===== src/rtl/exu_stage.sv =====
// Execute stage: RV32 integer ALU with a registered result, a one-entry skid buffer,
// a pipeline flush and a counter of retired results.

module shift (
    input  logic [31:0] x,
    input  logic [4:0]  y,
    input  logic [1:0]  fn,
    output logic [31:0] z
);

    always_comb begin
        z = '0;
        case (fn)
            2'b00:   z = x << y;
            2'b01:   z = x >> y;
            2'b11:   z = $unsigned($signed(x) >>> y);
            default: z = '0;
        endcase
    end

endmodule

module exu_stage (
    input  logic        clk,
    input  logic        rst,
    input  logic        flush,
    input  logic        in_valid,
    output logic        in_ready,
    input  logic [31:0] in_pc,
    input  logic [3:0]  in_op,
    input  logic [31:0] in_src1,
    input  logic [31:0] in_src2,
    input  logic [4:0]  in_rd,
    input  logic        in_wen,
    output logic        out_valid,
    input  logic        out_ready,
    output logic [31:0] out_pc,
    output logic [31:0] out_result,
    output logic [4:0]  out_rd,
    output logic        out_wen,
    output logic [31:0] retired
);

    typedef struct packed {
        logic [31:0] pc;
        logic [31:0] result;
        logic [4:0]  rd;
        logic        wen;
    } entry_t;

    entry_t      main_q, main_d;
    entry_t      skid_q, skid_d;
    entry_t      new_entry;
    logic        main_valid_q, main_valid_d;
    logic        skid_valid_q, skid_valid_d;
    logic [31:0] retired_q, retired_d;

    logic [1:0]  shift_fn;
    logic [31:0] shift_z;
    logic [31:0] alu_res;
    logic        alu_legal;
    logic        in_fire;
    logic        out_fire;

    always_comb begin
        shift_fn = 2'b10;
        case (in_op)
            4'd2:    shift_fn = 2'b00;
            4'd6:    shift_fn = 2'b01;
            4'd7:    shift_fn = 2'b11;
            default: shift_fn = 2'b10;
        endcase
    end

    shift u_shift (
        .x  (in_src1),
        .y  (in_src2[4:0]),
        .fn (shift_fn),
        .z  (shift_z)
    );

    always_comb begin
        alu_res   = '0;
        alu_legal = 1'b1;
        case (in_op)
            4'd0:    alu_res = in_src1 + in_src2;
            4'd1:    alu_res = in_src1 - in_src2;
            4'd2,
            4'd6,
            4'd7:    alu_res = shift_z;
            4'd3:    alu_res = {31'd0, ($signed(in_src1) < $signed(in_src2))};
            4'd4:    alu_res = {31'd0, (in_src1 < in_src2)};
            4'd5:    alu_res = in_src1 ^ in_src2;
            4'd8:    alu_res = in_src1 | in_src2;
            4'd9:    alu_res = in_src1 & in_src2;
            4'd10:   alu_res = in_src2;
            default: begin
                alu_res   = '0;
                alu_legal = 1'b0;
            end
        endcase
    end

    // x0 writes and illegal opcodes are masked on entry so out_wen is a plain flop.
    always_comb begin
        new_entry.pc     = in_pc;
        new_entry.result = alu_res;
        new_entry.rd     = in_rd;
        new_entry.wen    = in_wen && alu_legal && (in_rd != 5'd0);
    end

    assign in_ready = !skid_valid_q;
    assign in_fire  = in_valid && in_ready;
    assign out_fire = main_valid_q && out_ready;

    always_comb begin
        main_d       = main_q;
        skid_d       = skid_q;
        main_valid_d = main_valid_q;
        skid_valid_d = skid_valid_q;
        retired_d    = retired_q + {31'd0, out_fire};

        if (out_fire && skid_valid_q) begin
            main_d       = skid_q;
            skid_valid_d = 1'b0;
        end else if (in_fire && (!main_valid_q || out_fire)) begin
            main_d       = new_entry;
            main_valid_d = 1'b1;
        end else if (in_fire) begin
            skid_d       = new_entry;
            skid_valid_d = 1'b1;
        end else if (out_fire) begin
            main_valid_d = 1'b0;
        end

        if (flush) begin
            main_valid_d = 1'b0;
            skid_valid_d = 1'b0;
        end
    end

    always_ff @(posedge clk) begin
        if (rst) begin
            main_q       <= '0;
            skid_q       <= '0;
            main_valid_q <= 1'b0;
            skid_valid_q <= 1'b0;
            retired_q    <= '0;
        end else begin
            main_q       <= main_d;
            skid_q       <= skid_d;
            main_valid_q <= main_valid_d;
            skid_valid_q <= skid_valid_d;
            retired_q    <= retired_d;
        end
    end

    assign out_valid  = main_valid_q;
    assign out_pc     = main_q.pc;
    assign out_result = main_q.result;
    assign out_rd     = main_q.rd;
    assign out_wen    = main_q.wen;
    assign retired    = retired_q;

endmodule


===== config.mk =====
export PLATFORM = sky130hd
export DESIGN_NAME = exu_stage
export DESIGN_NICKNAME = d
export VERILOG_FILES = /design/src/rtl/exu_stage.sv
export SDC_FILE = /design/constraint.sdc
export NUM_CORES = 1
export LEC_CHECK = 0
export CORE_UTILIZATION = 55
export CTS_BUF_LIST = sky130_fd_sc_hd__clkbuf_4 sky130_fd_sc_hd__clkbuf_8
export DETAILED_ROUTE_END_ITERATION = 12
export HOLD_SLACK_MARGIN = 0.12
export PLACE_DENSITY = 0.85
export SLEW_MARGIN = 20
export SYNTH_ARGS = -nofsm -noshare
export SYNTH_HDL_FRONTEND = slang
export SYNTH_HIERARCHICAL = 1
export SYNTH_SLANG_ARGS = --single-unit

===== constraint.sdc =====
create_clock -name clk -period 9.9 [get_ports clk]
set_input_delay 1.98 -clock clk [delete_from_list [all_inputs] [get_ports clk]]
set_output_delay 1.98 -clock clk [all_outputs]
set_load 0.05 [all_outputs]

---- Yosys cells after proc, flatten, opt, wreduce, memory -nomap -nowiden ----
Index checks and enable logic that the tools add are counted.
storage, ports and cells
  register bits after elaboration ......... 174
  input bits .............................. 111
  logic and storage cells ................. 67
  output and inout port bits .............. 104
cells by class
  reduce and logical (&&, ||, !) cells .... 21
  multiplexer cells ....................... 9
  shift operators ......................... 3
  $add $sub $neg .......................... 3
  bitwise gates (word level) .............. 5
  order comparisons ....................... 2
  eq/ne operators ......................... 13
operator list
  operator                                              count
  one-hot mux 32 bit (9 select lines)                   1
  2-to-1 mux 70 bit                                     2
  one-hot mux 32 bit (3 select lines)                   1
  less-than comparator 32 bit                           2
  adder 32 x 1 -> 32 bit                                1
  adder 32 bit                                          1
  AND 32 bit                                            1
  bitwise OR 32 bit                                     1
  << shifter 32 x 5 -> 32 bit                           1
  right shift 32 x 5 -> 32 bit                          1
  >>> shifter 32 x 5 -> 32 bit                          1
  subtractor 32 bit                                     1
  XOR 32 bit                                            1
  equality test 4 x 3 -> 1 bit (second input constant)  4
  equality test 4 bit (second input constant)           3
  OR reduction 11 bit                                   1
  equality test 4 x 2 -> 1 bit (second input constant)  2
  logical AND 1 bit                                     6
  one-hot mux 2 bit (3 select lines)                    1
  AND reduction 3 bit                                   2
  OR reduction 3 bit                                    2
  nonzero test 5 bit                                    1
  equality test 4 x 1 -> 1 bit (second input constant)  1
  zero test 4 bit                                       1
  11 further kinds                                      17

---- Logic depth before layout (Yosys ltp) ----
  depth in word-level cells ............... 7
  gate-level depth with buffers ........... 19
  gate-level depth less buffers ........... 16

---- By module ----
The synthesis kept the hierarchy.
modules (own cells, without submodules)
  module     times used  cells each  area an instance (um^2)
  exu_stage  1           1720        12429.4
  shift      1           475         4076.4

---- Least setup slack after synthesis ----
No wires, ideal clock.
  path type ............................... in2reg
  start ................................... input in_op[2]
  end ..................................... register main_q (netlist bit out_result[20])
  stages .................................. 16
  slack ................................... 4.491 ns
  library setup time ...................... 0.132 ns
  data arrival time ....................... 5.276 ns
  buffers on the path ..................... 4
  required time ........................... 9.768 ns
  cell sequence ........................... clkbuf_1 -> clkbuf_1 -> clkbuf_1 -> and3_1 -> clkbuf_1 -> nor2_1 -> nand2_1 -> nor2_1 -> o2bb2a_1 -> o211ai_1 -> a221o_1 -> or3b_2 -> o21bai_1 -> a32o_1 -> o21ai_0 -> a21oi_1
between the ends
  longest elaborated chain between the ends .. 7
  elaborated cells between the ends (all ways) .. 20
  classes of those cells .................. 12 x eq/ne; 5 x mux; 3 x reduce/logical
RTL lines
  what                                                                          line  text
  start: declaration                                                            30    input logic [3:0] in_op,
  equality test 4 x 3 -> 1 bit or equality test 4 x 2 -> 1 bit (tied branches)  67    case (in_op)
  one-hot mux 2 bit (3 select lines) (*)                                        67
  net shift_fn[0]                                                               58    logic [1:0] shift_fn;
  equality test 2 bit (tied with other cells)                                   13    case (fn)
  one-hot mux 32 bit (3 select lines) (*)                                       13
  net shift_z[20]                                                               59    logic [31:0] shift_z;
  one-hot mux 32 bit (9 select lines) (*)                                       85    case (in_op)
  2-to-1 mux 70 bit (*)                                                         126   end else if (in_fire && (!main_valid_q || out_fire)) begin
  2-to-1 mux 70 bit (*)                                                         123   if (out_fire && skid_valid_q) begin
  end signal: assignment                                                        150   main_q <= main_d;
  end: declaration                                                              51    entry_t main_q, main_d;
The timed path passes the listed nets; every way through them passes the cells marked *. The select of a mux whose other input is x is not followed.
A chain may end at the register's enable or synchronous reset.

---- Final worst setup path ----
  start ................................... input in_src1[10]
  end ..................................... register main_q (netlist bit out_result[18])
between the ends
  longest elaborated chain between the ends .. 5
  elaborated cells between the ends (all ways) .. 9
  classes of those cells .................. 2 x add/sub; 3 x shift; 4 x mux
RTL lines
  what                                                       line  text
  start: declaration                                         31    input logic [31:0] in_src1,
  branches (longest 2 deep; another with subtractor 32 bit)  --
  one-hot mux 32 bit (9 select lines) (*)                    85
  2-to-1 mux 70 bit (*)                                      126
  2-to-1 mux 70 bit (*)                                      123
Every way passes the cells marked *. The select of a mux whose other input is x is not followed.

==> run summary <==
via count of the first global-routing pass -> 17300
final setup fails -> 0
Max Clock Skew -> 0.0207 ns
first-pass GRT wire length -> 101000 µm
port bufs -> 214
layout cells sized above 1 -> 0.0772
TritonCTS Buffers -> 17
Crit path arrival time -> 6.81 ns
RePlAce Congestion -> 1.03
Worst IR Drop VDD -> 91.3 µV
Max-slew headroom -> 0.280
Max stage delay on crit path -> 0.93 ns
Pre-antenna DRT Iters -> 6
pwr/cell area -> 110 nW/µm²
Syn-to-layout area delta -> 15.2%
Worst Max-Slew Pin Slew -> 1.05 ns
max-slew violations -> 0
full die area -> 30700 µm²
period utilization -> 0.652
Netlist cell types -> 91
CTS tree -> built
Routed WL per cell -> 24.9 µm
CP required -> 10.26 ns
die width -> 175 µm
WS Path Type -> input pin to flop
Final min period -> 6.45 ns
CTS clk-pin slew, worst paths -> 0.09 ns
RSZ-0062 raised after global routing -> false
sequential share of the synthesized area -> 0.211
Post-synth ARST share -> 0
Critical Path, Cell by Cell -> clkdlybuf4s50_1 -> inv_1 -> ha_1 -> or4_4 -> or4_4 -> a211oi_2 -> o31ai_2 -> nor2b_1 -> a221oi_1 -> a21oi_1 -> a2111oi_0 -> a211o_1 -> a21oi_1
nets@finish -> 2490
Vias/cell -> 6.87
clk root buf -> clkbuf_8
DRT iter0 DRCs -> 2313
setup_tns -> 0 ns
Post-Syn Instances -> 2195
clock latency on the worst-skew pair -> 0.51 ns
status -> completed
Post-synth top flop -> dfxtp_1
diode count -> 0
largest net degree at the start of global routing -> 86
Initial Utilization -> 0.558
Yosys reg bits -> 174
Slowest cell on crit path -> a2111oi_0
clk sink count -> 174
GRT Total Usage -> 0.426
H-tree depth -> 4
vias post-DR -> 18400
pre-CTS WS -> 3.06 ns
FP Rows -> 63
Top-Level Pins -> 215
Detailed Route WL -> 66800 µm
DRC -> 0
Resize count post-CTS -> 0
Placed Cells -> 2650
Layout Cells excl Fill -> 2682
final hold violation count -> 0
Max Clk Rate -> 155 MHz
Hold Crit Class -> flop to flop
initial antenna violation count -> 0
startpoint class of the critical path -> input pin
die height -> 175 µm
CTS Hold Bufs -> 0
core box area -> 29600 µm²
GRT overflow -> 0
leak pwr -> 0.00744 µW
Mapped Nets -> 2406
EDFF count, synth -> 0
Mean Syn Cell Area -> 7.52 µm²
critical path endpoint category -> flop
ANT nets after route -> 0
Clock Tree Buf Depth -> 2
Max FO, Critical Path -> 13
# Post-CTS Setup Buffers -> 0
setup slack after layout -> 3.45 ns
Max-Cap Viols -> 0
yosys warns -> 6
post-detail-place hpwl -> 48500 µm
Post-Syn Area -> 16500 µm²
-- cells in the final DEF, fill, tap and decap left out, types with 9 or more instances in the layout --
cell	instances
nand2_1	315
nor2_1	254
clkdlybuf4s50_1	209
a21oi_1	188
dfxtp_1	174
o21ai_0	111
inv_1	104
ha_1	98
mux2i_1	51
mux4_2	49
a211oi_1	45
a311oi_1	44
nor3_1	40
o211ai_1	36
buf_4	33
nand3_1	25
and3_1	24
nor2b_1	22
a31oi_1	21
a21o_1	21
a22oi_1	21
mux2_2	21
o22ai_1	20
clkbuf_8	19
a221o_1	18
o31ai_1	16
a221oi_1	16
o221ai_1	16
xor2_1	15
or3_1	13
nor4_1	12
o21bai_1	11
nand4_1	11
nand2b_1	11
a211o_1	11
xnor2_1	11
mux4_1	11
a2111oi_0	9
a2bb2oi_1	9
-- power breakdown --
part / internal [µW] / switching (µW) / total (µW)
clock: 227 / 289 / 516
combinational: 294 / 538 / 832
sequential: 728 / 16.0 / 744
-- cell usage after synthesis (7+ instances only) --
cell         n  share of area
o211ai_1    36          0.016
clkbuf_1   143          0.033
or3_1       13         0.0049
nor2b_1     22         0.0083
inv_1      104          0.024
nand4_1     11         0.0042
and3_1      25         0.0095
dfxtp_1    174           0.21
mux2_2      21          0.014
nand2b_1    11         0.0042
a2111oi_0    9         0.0048
nor4_1      13         0.0049
a31oi_1     21         0.0080
nand2_1    316          0.072
a211oi_1    45          0.020
mux4_2      49          0.067
o31ai_1     16         0.0073
a311oi_1    44          0.023
buf_4        7         0.0032
or2_2        7         0.0027
a221oi_1    16         0.0085
nor3_1      43          0.013
buf_2       17         0.0052
mux2i_1     51          0.031
a21o_1      21         0.0096
nor2_1     254          0.058
a211o_1     11         0.0058
o2111ai_1    7         0.0037
o221ai_1    16         0.0085
mux4_1      11          0.018
ha_1        98          0.074
xor2_1      15         0.0080
o21ai_0    111          0.034
a221o_1     18          0.011
xnor2_1     11         0.0058
and2_1       7         0.0027
nand3_1     26         0.0079
a21oi_1    188          0.057
o21bai_1    11         0.0050
o22ai_1     21         0.0080
a22oi_1     21         0.0096
a2bb2oi_1    9         0.0048
-- flip-flops by register name (all words and copies together), names as in the netlist --
name,count
out_rd,5
out_result,32
out_valid,1
out_wen,1
skid_q,70
retired,32
out_pc,32
skid_valid_q,1
-- worst max-delay path, delay by kind of cell --
family	cells	cell delay, ns
AOI/OAI and AO/OA	7	2.10
adders and majority gates	1	0.46
buffers and inverters	2	0.98
and+or+nand+nor	3	1.29
-- metal layers --
layer  part of all wire  routed length [µm]  GRT usage
met3               0.11                7600      0.108
met5                  0                   0          0
met2               0.45               30100      0.676
met4              0.039                2590      0.171
met1               0.40               26600      0.552
-- stage by stage --
stage / hold slack, ns / power (µW) / area (µm²) / util
final: 0.463 / 2090 / 19000 / 0.643
after global routing: 0.477 / 2170 / 19000 / 0.643
after CTS: 0.460 / 2070 / 19000 / 0.643
after detailed placement: 0.447 / 1560 / 18600 / 0.630
after global placement: 0.442 / 1550 / 18600 / 0.630
after floorplan: 0.437 / 1280 / 16500 / -
-- final timing paths --
kind,from,to,slack (ns),cells after the start
worst max-delay path,in_src1[10],out_result[18],3.45,13
worst min-delay path,skid_q[63],skid_q[63],0.46,2
worst max register to register,out_valid,retired[30],7.04,9
worst min register to register,skid_q[63],skid_q[63],0.46,2
-- final cells by class --
type                    instances  area [µm²]
clock buffers                  20         269
repair buffers                244        2350
clock inverters                12         138
flip-flops and latches        174        3480
well taps                     390         488
fillers                      2515       10500
inverters                     107         402
multi-input cells            1735       11900
-- logic make-up after synthesis --
| logic type | count (synthesis) | synth area share |
|---|---|---|
| buffers and inverters | 286 | 0.0722 |
| and+or+nand+nor | 780 | 0.208 |
| AOI/OAI and AO/OA | 696 | 0.287 |
| DFF | 174 | 0.211 |
| muxes | 133 | 0.131 |
| xor gates and xnor gates | 26 | 0.0138 |
| adders and majority gates | 100 | 0.0767 |
(Power assumes the default switching activity.)
